[src/rtl/mem_pkg.sv]
// Shared types and defaults for the memory-port arbiter.
// One access bundle describes a single request on the memory port.
package mem_pkg;

  localparam int unsigned MAX_WAIT_DEFAULT  = 4;
  localparam int unsigned MAX_BURST_DEFAULT = 2;

  typedef struct packed {
    logic        en;
    logic        wr;
    logic        wide;
    logic [15:0] addr;
    logic [15:0] din;
  } access_t;

  function automatic access_t idle_access();
    access_t a;
    a.en   = 1'b0;
    a.wr   = 1'b0;
    a.wide = 1'b0;
    a.addr = 16'h0000;
    a.din  = 16'h0000;
    return a;
  endfunction

endpackage

[src/rtl/sat_counter.sv]
// 4-bit counter with synchronous clear that saturates at a run-time ceiling.
// Clear wins over increment.
module sat_counter (
  input  logic       clk,
  input  logic       rst_n,
  input  logic       inc,
  input  logic       clr,
  input  logic [3:0] max,
  output logic [3:0] cnt
);

  logic [3:0] cnt_next;

  // next count: clear, saturating increment, or hold
  always_comb begin
    cnt_next = cnt;
    if (clr) begin
      cnt_next = 4'd0;
    end else if (inc) begin
      if (cnt >= max) begin
        cnt_next = max;
      end else begin
        cnt_next = cnt + 4'd1;
      end
    end else begin
      cnt_next = cnt;
    end
  end

  // count register
  always_ff @(posedge clk or negedge rst_n) begin
    if (!rst_n) begin
      cnt <= 4'd0;
    end else begin
      cnt <= cnt_next;
    end
  end

endmodule

[src/rtl/mem_arbiter.sv]
// Shares memory port 1 between the CPU (priority) and a secondary DMA master.
// A wait/burst counter pair bounds how long the DMA can be starved.
module mem_arbiter
  import mem_pkg::*;
#(
  parameter int unsigned MAX_WAIT  = MAX_WAIT_DEFAULT,
  parameter int unsigned MAX_BURST = MAX_BURST_DEFAULT
) (
  input  logic        clk,
  input  logic        rst_n,
  input  logic        cpu_en,
  input  logic        cpu_wr,
  input  logic        cpu_wide,
  input  logic [15:0] cpu_addr,
  input  logic [15:0] cpu_din,
  output logic [15:0] cpu_dout,
  output logic        cpu_wait,
  input  logic        dma_req,
  input  logic        dma_wr,
  input  logic        dma_wide,
  input  logic [15:0] dma_addr,
  input  logic [15:0] dma_din,
  output logic        dma_gnt,
  output logic [15:0] dma_dout,
  output logic        dma_rvalid,
  output logic        mem_en,
  output logic        mem_wr,
  output logic        mem_wide,
  output logic [15:0] mem_addr,
  output logic [15:0] mem_din,
  input  logic [15:0] mem_dout
);

  localparam logic [3:0] MAX_WAIT_C  = 4'(MAX_WAIT);
  localparam logic [3:0] MAX_BURST_C = 4'(MAX_BURST);

  access_t    cpu_acc;
  access_t    dma_acc;
  access_t    sel_acc;
  logic [3:0] wait_cnt;
  logic [3:0] burst_cnt;
  logic       forced;
  logic       gnt;
  logic       rd_dma;
  logic       wait_inc;
  logic       burst_inc;

  assign cpu_acc = '{en: cpu_en, wr: cpu_wr, wide: cpu_wide, addr: cpu_addr, din: cpu_din};
  assign dma_acc = '{en: 1'b1, wr: dma_wr, wide: dma_wide, addr: dma_addr, din: dma_din};

  // DMA may pre-empt a busy CPU once starved long enough, or while a burst is in progress
  always_comb begin
    forced = 1'b0;
    if (wait_cnt == MAX_WAIT_C) begin
      forced = 1'b1;
    end else if ((burst_cnt != 4'd0) && (burst_cnt < MAX_BURST_C)) begin
      forced = 1'b1;
    end else begin
      forced = 1'b0;
    end
  end

  assign gnt      = rst_n && dma_req && (!cpu_en || forced);
  assign dma_gnt  = gnt;
  assign cpu_wait = cpu_en && gnt;

  // port mux; the port is kept idle while reset is held
  always_comb begin
    sel_acc = cpu_acc;
    if (!rst_n) begin
      sel_acc.en = 1'b0;
    end else if (gnt) begin
      sel_acc = dma_acc;
    end else begin
      sel_acc = cpu_acc;
    end
  end

  assign mem_en   = sel_acc.en;
  assign mem_wr   = sel_acc.wr;
  assign mem_wide = sel_acc.wide;
  assign mem_addr = sel_acc.addr;
  assign mem_din  = sel_acc.din;

  assign wait_inc  = dma_req && !gnt;
  assign burst_inc = gnt && cpu_en;

  sat_counter u_wait_cnt (
    .clk   (clk),
    .rst_n (rst_n),
    .inc   (wait_inc),
    .clr   (!wait_inc),
    .max   (MAX_WAIT_C),
    .cnt   (wait_cnt)
  );

  // idle-CPU grants neither clear nor advance the burst count
  sat_counter u_burst_cnt (
    .clk   (clk),
    .rst_n (rst_n),
    .inc   (burst_inc),
    .clr   (!gnt),
    .max   (MAX_BURST_C),
    .cnt   (burst_cnt)
  );

  // marks that the memory output next cycle belongs to a DMA read
  always_ff @(posedge clk or negedge rst_n) begin
    if (!rst_n) begin
      rd_dma <= 1'b0;
    end else begin
      rd_dma <= gnt && !dma_wr;
    end
  end

  assign dma_rvalid = rd_dma;
  assign cpu_dout   = mem_dout;
  assign dma_dout   = mem_dout;

endmodule

[config.mk]
export PLATFORM = sky130hd
export DESIGN_NAME = mem_arbiter
export DESIGN_NICKNAME = d
export VERILOG_FILES = /design/src/rtl/mem_pkg.sv /design/src/rtl/sat_counter.sv /design/src/rtl/mem_arbiter.sv
export SDC_FILE = /design/constraint.sdc
export NUM_CORES = 1
export LEC_CHECK = 0
export BUFFER_PORTS_ARGS = -buffer_cell sky130_fd_sc_hd__clkbuf_2
export CORE_MARGIN = 2
export CORE_UTILIZATION = 39
export CTS_BUF_LIST = sky130_fd_sc_hd__clkbuf_8
export CTS_CLUSTER_SIZE = 28
export DETAILED_ROUTE_END_ITERATION = 10
export HOLD_SLACK_MARGIN = 0.12
export PLACE_DENSITY = 0.88
export SLEW_MARGIN = 20
export SYNTH_ARGS = -nofsm -noshare
export SYNTH_HDL_FRONTEND = slang
export SYNTH_HIERARCHICAL = 1
export SYNTH_SLANG_ARGS = --single-unit
[constraint.sdc]
create_clock -name clk -period 4.3 [get_ports clk]
set_clock_uncertainty 0.05 [all_clocks]
set_input_delay 0 -clock clk [delete_from_list [all_inputs] [get_ports clk]]
set_output_delay 0 -clock clk [all_outputs]
set_load 0.005 [all_outputs]
==> impl_metrics.toml, run 1 <==
[cts]
cts_resized = 0
cts.sinks = 9
numCtsBuffers = 3
clkSlewWorstSetupHoldPaths_ns = 0.04
cts_tree = "yes"
cts-root-buf = "clkbuf_8"
clk_path_buf_depth = 2
clock_latency_ns = 0.23
htreeDepth = 1

[synth]
synth_top_area_share_pct = 16.4
yosysTopAreaCell = "buf_4"
synthTopCellsByArea = "buf_4 (16%), dfrtp_1 (15%), mux2_2 (13%)"
yosysSeqAreaShare_pct = 15.0
synth-seq-cells = 9
syn-instance-count = 154
synth_cell_type_count = 32
syn-cell-area_um2 = 1510
synth.avg_cell_area_um2 = 9.78
yosys_warnings = 6

[setup_path]
required_ns = 4.25
end_kind = "primary output"
max_stage_delay_ns = 0.63
r2r_cells = 5
critPathKind = "register to primary output"
critical_path.top_delay_family = "compound AO/OA/AOI/OAI gates"
critPathLaunchType = "register"
reg2reg_from = "u_wait_cnt/cnt[1]"
slowest_stage = "a31oi_4"
path_buf_inv = 2
arrival_ns = 2.76
path_max_fanout = 23
ff2ff_setup_slack_ns = 1.88
r2r_end = "u_burst_cnt/cnt[0]"
path_cells = "or4b_4, a31oi_4, buf_4, mux2_2, clkbuf_2"
worst-path-stages = 5

[floorplanning]
dieHeight_um = 66.2
chipWidth_um = 66.2
core_um2 = 3690
fp-row-count = 22
io_pins = 158
die-area_um2 = 4380
start_util_pct = 40.8

[timing]
layout_min_cycle_time_ns = 2.81
slew-limit-headroom_pct = 52.0
slew_violations = 0
worst_slew_pin_slew_ns = 0.720
finalSetupViolations = 0
period_share_pct = 65.3
max_freq_mhz = 356
tns_ns = 0
grt_setup_unrepaired = "no"
hold_slack_ns = 0.132
hold_viol_final = 0

[route]
drt-total-wl_um = 4660
vias_per_cell = 4.59
antenna_left = 0
via_count = 1438
drt-pass1-iter-count = 2
drt_iter0_drc = 12
drc = 0
wire_per_inst_um = 14.9

[placement]
io_buffers = 109
postPlaceCellArea_um2 = 1880
dp_hpwl_um = 3760
place.gp.congestion = 0.780

[run_status]
status = "complete, no violations"

[layout]
diodes = 0
final_cell_area_um2 = 2110
final_common_cell = "clkbuf_2"
layout_common_cells = "clkbuf_2 (109), dlygate4sd3_1 (19), mux2_2 (18)"
post-route-util_pct = 57.3
layout-drive-gt1-share_pct = 57.0
layout.nets = 364
area_growth_pct = 40.3

[power_and_ir_drop]
ir_drop_mv = 0.184
finalPower_mw = 0.333
p_leak_nw = 1.13
p_per_area_nw_per_um2 = 157

[global_route]
grtUsageTotal_pct = 20.7
grt_overflow = 0
grt_pass1_vias = 1366
grt_pass1_wl_um = 6750
antenna_found_initial = 0
grt_max_degree = 24

[run]
cap_violations = 0

[min_path]
hp-class = "primary input to asynchronous set/reset pin"
[registers in the layout, summed over array words and instances, names as in the netlist]
name / count
dma_rvalid: 1
u_wait_cnt/cnt: 4
u_burst_cnt/cnt: 4
[through the flow]
step / setup slack (ns) / cells
2_1_floorplan: 2.27 / 168
3_3_place_gp: 1.82 / 290
3_5_place_dp: 1.74 / 290
4_1_cts: 1.48 / 313
5_1_grt: 1.37 / 313
6_report: 1.49 / 313
[cells by family (layout without fill, tap and decap cells)]
logic type	count (synthesis)	in the layout	synth area share, %
flip-flops	9	9	15.0
AO/OA/AOI/OAI	18	18	9.39
adder cells (fa/ha/maj)	10	10	8.31
AND/OR/NAND/NOR	26	26	10.9
multiplexers	40	40	31.9
other	2	16	0.499
XOR/XNOR	4	4	2.33
buffers and inverters	45	142	21.8
[report_power, final]
group	switching (mW)	internal, mW
registers	0.00212	0.0868
clock network	0.0322	0.0620
logic	0.0630	0.0866
[metal layers]
layer | part of all wire (%) | vias to the layer above | routed length [µm] | global-route usage, %
met3 | 8.3 | 5 | 389 | 5.28
li1 | - | 714 | - | -
met2 | 54 | 63 | 2510 | 39.1
met4 | 1.0 | 0 | 47 | 6.12
met5 | 0 | - | 0 | 0
met1 | 37 | 656 | 1710 | 22.3
[cell usage after synthesis (all sizes together)]
master	instances
or4b	2
nor2	2
nand2	7
a31oi	3
nor3b	2
nor2b	1
mux2i	6
dfrtp	9
o21a	1
conb	2
xor2	2
nand3	5
ha	10
o21ai	8
o211ai	2
buf	36
mux2	34
nand2b	4
a21bo	1
nand3b	2
xnor2	2
and2	1
a21boi	1
a21oi	2
inv	9
[worst max path at each step]
stage                            from                 end
detailed placement  u_wait_cnt/cnt[1]          mem_din[0]
floorplan           u_wait_cnt/cnt[1]  u_burst_cnt/cnt[0]
global placement    u_wait_cnt/cnt[1]          mem_din[0]
finish              u_wait_cnt/cnt[1]          mem_din[0]
global route        u_wait_cnt/cnt[1]          mem_din[0]
CTS                 u_wait_cnt/cnt[1]          mem_din[0]
[area by class of cell]
cell class              count  area (µm²)
repair buffers            129         743
clock buffers               3        41.3
well taps                  48        60.1
clock inverters             1        3.75
multi-input cells         114        1010
inverters                   9        33.8
fillers                   334        1580
flip-flops and latches      9         225
[what timing repair did]
action / 4_1_cts / 5_1_grt
hold endpoints to repair: 43 / 0
setup buffers: 0 / 0
hold buffers: 19 / 0
(Power assumes the default switching activity.)
==> inputs of run 2 (changes only) <==
--- a/config.mk
+++ b/config.mk
@@ -7,12 +7,12 @@
 export LEC_CHECK = 0
 export BUFFER_PORTS_ARGS = -buffer_cell sky130_fd_sc_hd__clkbuf_2
 export CORE_MARGIN = 2
-export CORE_UTILIZATION = 39
+export CORE_UTILIZATION = 36
 export CTS_BUF_LIST = sky130_fd_sc_hd__clkbuf_8
 export CTS_CLUSTER_SIZE = 28
 export DETAILED_ROUTE_END_ITERATION = 10
 export HOLD_SLACK_MARGIN = 0.12
-export PLACE_DENSITY = 0.88
+export PLACE_DENSITY = 0.82
 export SLEW_MARGIN = 20
 export SYNTH_ARGS = -nofsm -noshare
 export SYNTH_HDL_FRONTEND = slang
==> constraint.sdc (replaced) <==
create_clock -name clk -period 2.9 [get_ports clk]
set_clock_uncertainty 0.05 [all_clocks]
set_input_delay 0 -clock clk [delete_from_list [all_inputs] [get_ports clk]]
set_output_delay 0 -clock clk [all_outputs]
set_load 0.005 [all_outputs]
==> run 2 against run 1 <==
Wire length down 2.9%. Die area up 7.8%. Hold slack gained 0.0044 ns. Via count decreased by 0.14%. Combinational power grew 47%.
==> impl_metrics.toml, run 2 (synthesis results as in run 1) <==
[floorplanning]
dieHeight_um = 68.7
core_um2 = 4000
io_pins = 158
die-area_um2 = 4720
chipWidth_um = 68.7
start_util_pct = 37.7
fp-row-count = 23

[cts]
clkSlewWorstSetupHoldPaths_ns = 0.05
cts.sinks = 9
clk_path_buf_depth = 2
cts_tree = "yes"
postCtsSetupRepairBufs = 0
htreeDepth = 1
cts-root-buf = "clkbuf_8"
numCtsBuffers = 3
clock_latency_ns = 0.24

[timing]
finalSetupViolations = 0
period_share_pct = 78.7
max_freq_mhz = 438
hold_slack_ns = 0.136
worst_slew_pin_slew_ns = 0.516
hold_viol_final = 0
grt_setup_unrepaired = "no"
slew_violations = 0
slew-limit-headroom_pct = 65.3
tns_ns = 0
layout_min_cycle_time_ns = 2.28

[power_and_ir_drop]
p_sw_mw = 0.150
p_per_area_nw_per_um2 = 236
clkPwrFrac_pct = 29.7
internal_power_mw = 0.351
switching_share_pct = 29.9
p_leak_nw = 1.13
ir_drop_mv = 0.203
power_frac_comb_pct = 44.0
seq_power_share_pct = 26.3

[setup_path]
path_cells = "or4b_4, a31oi_4, buf_4, mux2_2, clkbuf_2"
max_stage_delay_ns = 0.56
end_kind = "primary output"
startpoint = "u_wait_cnt/cnt[0]"
r2r_cells = 7
cp-endpoint = "mem_din[10]"
critPathLaunchType = "register"
arrival_ns = 2.23
ff2ff_setup_slack_ns = 0.72
reg2reg_from = "u_wait_cnt/cnt[0]"
slowest_stage = "or4b_4"
path_max_fanout = 21
r2r_end = "u_burst_cnt/cnt[1]"
critPathKind = "register to primary output"
required_ns = 2.85

[route]
via_count = 1436
drc = 0
antenna_left = 0
drt-total-wl_um = 4530
drt-pass1-iter-count = 4
wire_per_inst_um = 14.3
drt_iter0_drc = 14
vias_per_cell = 4.54

[run_status]
status = "complete, no violations"

[min_path]
hp-class = "primary input to asynchronous set/reset pin"

[global_route]
grt_max_degree = 22
grt_overflow = 0
grtUsageTotal_pct = 17.3
grt_pass1_vias = 1360
grt_pass1_wl_um = 6040
antenna_found_initial = 0

[layout]
final_common_cell = "clkbuf_2"
layout.nets = 365
layout_common_cells = "clkbuf_2 (109), dlygate4sd3_1 (19), mux2_2 (18)"
diodes = 0
post-route-util_pct = 53.1
area_growth_pct = 41.0
layout-drive-gt1-share_pct = 57.5

[placement]
dp_hpwl_um = 3570
place.gp.congestion = 0.818
io_buffers = 109

[run]
cap_violations = 0
## run 2: changes by cell type in the layout (fill, tap and decap cells not counted), sizes merged
cell and change:
buf +1, inv -1, clkinv +1
## run 2: routing by layer
metal,part of all wire (%),vias to the layer above,global-route usage [%]
met5,0,-,0
met4,0.82,0,5.15
met3,11,3,3.73
met2,54,71,35.8
met1,35,649,16.7
li1,-,713,-
## run 2: worst min-delay path by stage
| stage | startpoint | cells after the start | to |
|---|---|---|---|
| CTS | rst_n | 2 | u_wait_cnt/cnt[0] |
| global placement | rst_n | 1 | u_wait_cnt/cnt[2] |
| floorplan | rst_n | 0 | dma_rvalid |
| global route | rst_n | 2 | u_wait_cnt/cnt[0] |
| finish | rst_n | 2 | u_burst_cnt/cnt[1] |
| detailed placement | rst_n | 1 | u_wait_cnt/cnt[1] |
## run 2: cell type report
class / instances / area (µm²)
Sequential cell: 9 / 225
Multi-Input combinational cell: 114 / 1010
Inverter: 9 / 33.8
Timing Repair Buffer: 130 / 751
Tap cell: 50 / 62.6
Fill cell: 379 / 1880
Clock buffer: 3 / 41.3
Clock inverter: 1 / 5.00
## run 2: through the flow
step,worst slack (ns),power [mW],std cells,area [µm²]
2_1_floorplan,0.871,0.267,168,1560
3_3_place_gp,0.840,0.320,293,1890
3_5_place_dp,0.754,0.324,293,1890
4_1_cts,0.607,0.507,316,2120
5_1_grt,0.539,0.536,316,2120
6_report,0.618,0.501,316,2120
## run 2: power by group through the flow
stage               Combinational (mW)  Sequential, mW  Clock [mW]
finish                           0.221           0.132       0.149
global route                     0.246           0.132       0.158
CTS                              0.222           0.132       0.154
detailed placement               0.191           0.133           0
global placement                 0.187           0.133           0
floorplan                        0.134           0.133           0
## run 2: what timing repair did
action	4_1_cts	5_1_grt
hold buffers	19	0
endpoints found under the hold margin	43	0
resized for setup	0	0
## run 2: worst max-delay path: cells and delay by family, from the launching register on
kind	cells	cell delay (ns)
DFF	1	0.44
muxes	1	0.38
and+or+nand+nor	1	0.56
buffers and inverters	2	0.41
AOI/OAI and AO/OA	1	0.20
==> inputs of run 3 (changes only) <==
--- a/config.mk
+++ b/config.mk
@@ -7,12 +7,12 @@
 export LEC_CHECK = 0
 export BUFFER_PORTS_ARGS = -buffer_cell sky130_fd_sc_hd__clkbuf_2
 export CORE_MARGIN = 2
-export CORE_UTILIZATION = 36
+export CORE_UTILIZATION = 33
 export CTS_BUF_LIST = sky130_fd_sc_hd__clkbuf_8
 export CTS_CLUSTER_SIZE = 28
 export DETAILED_ROUTE_END_ITERATION = 10
 export HOLD_SLACK_MARGIN = 0.12
-export PLACE_DENSITY = 0.82
+export PLACE_DENSITY = 0.79
 export SLEW_MARGIN = 20
 export SYNTH_ARGS = -nofsm -noshare
 export SYNTH_HDL_FRONTEND = slang
==> constraint.sdc (replaced) <==
create_clock -name clk -period 2 [get_ports clk]
set_clock_uncertainty 0.05 [all_clocks]
set_input_delay 0 -clock clk [delete_from_list [all_inputs] [get_ports clk]]
set_output_delay 0 -clock clk [all_outputs]
set_load 0.005 [all_outputs]
==> run 3 against run 2 <==
The run now ends with negative setup slack left. Flip-flop and latch count unchanged. Global-route usage decreased by 0.20 points. Worst setup slack got worse by 0.80 ns. Largest cell class unchanged. Largest power group unchanged. Highest routed layer unchanged.
==> impl_metrics.toml, run 3 (synthesis results as in run 1) <==
[min_path]
hp-class = "primary input to register"

[floorplanning]
core_um2 = 4380
io_pins = 158
start_util_pct = 34.4
fp-row-count = 24
chipWidth_um = 71.6
dieHeight_um = 71.6
die-area_um2 = 5120

[global_route]
grt_max_degree = 20
antenna_found_initial = 0
grt_pass1_wl_um = 6990
grtUsageTotal_pct = 17.1
grt_overflow = 0
grt_pass1_vias = 1561

[route]
via_count = 1504
drt_iter0_drc = 16
drt-pass1-iter-count = 4
drt-total-wl_um = 4940
wire_per_inst_um = 15.0
drc = 0
vias_per_cell = 4.56
antenna_left = 0

[setup_path]
ff2ff_setup_slack_ns = -0.12
slowest_stage = "or4b_4"
path_cells = "or4b_4, a31oi_4, buf_12, buf_12, mux2_2, clkbuf_2"
crit_top_cell = "buf_12"
path_max_fanout = 10
critPathKind = "register to primary output"
arrival_ns = 2.13
critPathLaunchType = "register"
end_kind = "primary output"
required_ns = 1.95
max_stage_delay_ns = 0.56

[layout]
layout-drive-gt1-share_pct = 64.0
layout_common_cells = "clkbuf_2 (108), mux2_4 (27), dlygate4sd3_1 (18)"
area_growth_pct = 59.1
fill_cells = 412
layout.nets = 377
final_common_cell = "clkbuf_2"
layout.cells.non_filler = 330
diodes = 0
post-route-util_pct = 54.7

[timing]
slew-limit-headroom_pct = 66.5
slew_violations = 0
period_share_pct = 109
worst_slew_pin_slew_ns = 0.498
max_freq_mhz = 459
finalSetupViolations = 39
tns_ns = -5.88
hold_viol_final = 0
setup_ws_ns = -0.178
layout_min_cycle_time_ns = 2.18
grt_setup_unrepaired = "yes"

[run]
cap_violations = 0

[placement]
place.gp.congestion = 0.807
io_buffers = 109
dp_hpwl_um = 3560
place_inst = 303

[power_and_ir_drop]
ir_drop_mv = 0.404
p_per_area_nw_per_um2 = 321
p_leak_nw = 1.30

[cts]
cts-root-buf = "clkbuf_8"
clk_path_buf_depth = 2
clock_latency_ns = 0.23
cts_tree = "yes"
cts.sinks = 9
htreeDepth = 1
clkSlewWorstSetupHoldPaths_ns = 0.04
numCtsBuffers = 3

[run_status]
status = "finished, violations left"
violations = "negative setup slack"
[run 3: cell types whose count changed in the layout (fill, tap and decap cells not counted), sizes merged]
cell / delta
inv: +1
buf: +13
clkinv: -1
dlygate4sd3: -1
[run 3: final timing paths]
path / depth (start not counted) / start / endpoint
max: 6 / u_burst_cnt/cnt[1] / mem_din[11]
min: 3 / dma_req / u_wait_cnt/cnt[0]
max reg2reg: 8 / u_burst_cnt/cnt[1] / u_burst_cnt/cnt[0]
min reg2reg: 3 / u_burst_cnt/cnt[1] / u_burst_cnt/cnt[1]
max in group asynchronous: 2 / rst_n / u_wait_cnt/cnt[0]
min in group asynchronous: 2 / rst_n / u_burst_cnt/cnt[2]
[run 3: repair_timing]
action                                  4_1_cts  5_1_grt
endpoints found under the setup margin       34       39
buffers inserted                              2        1
gates cloned                                  1        1
hold endpoints to repair                     42        0
gates resized for setup                       9       20
pin swaps                                     0        7
hold buffers                                 18        0
[run 3: final cells by class]
class / instances / area, µm² / area share [%]
Clock buffer: 3 / 41.3 / 1.72
Clock inverter: 1 / 3.75 / 0.157
Inverter: 9 / 33.8 / 1.41
Multi-Input combinational cell: 114 / 1100 / 46.1
Sequential cell: 9 / 225 / 9.40
Tap cell: 52 / 65.1 / 2.72
Timing Repair Buffer: 142 / 923 / 38.5
[run 3: where the power goes]
| part | switching [mW] | internal (mW) | total (mW) |
|---|---|---|---|
| clock network | 0.0701 | 0.133 | 0.204 |
| registers | 0.00171 | 0.186 | 0.188 |
| logic | 0.152 | 0.226 | 0.378 |
[run 3: metal layers]
metal	global-route usage [%]	share of wire, %	routed length (µm)	up-vias
met4	3.14	1.5	75	0
met5	0	0	0	-
met2	34.8	55	2700	70
met3	3.80	7.2	355	6
met1	17.7	37	1800	689
li1	-	-	-	739
[run 3: critical path: cells and delay by family (launching register included)]
kind	cells	cell delay (ns)
flip-flops	1	0.37
AND/OR/NAND/NOR	1	0.56
AO/OA/AOI/OAI	1	0.23
buffers and inverters	3	0.39
multiplexers	1	0.34
[run 3: per-stage QoR]
stage	power (mW)	cell area [µm²]	hold slack, ns	setup WS, ns
global placement	0.477	1980	-0.162	0.0738
finish	0.770	2400	0.130	-0.178
CTS	0.748	2290	0.129	-0.193
floorplan	0.387	1560	-0.346	0.0350
detailed placement	0.482	1980	-0.156	0.0452
global route	0.820	2400	0.158	-0.231
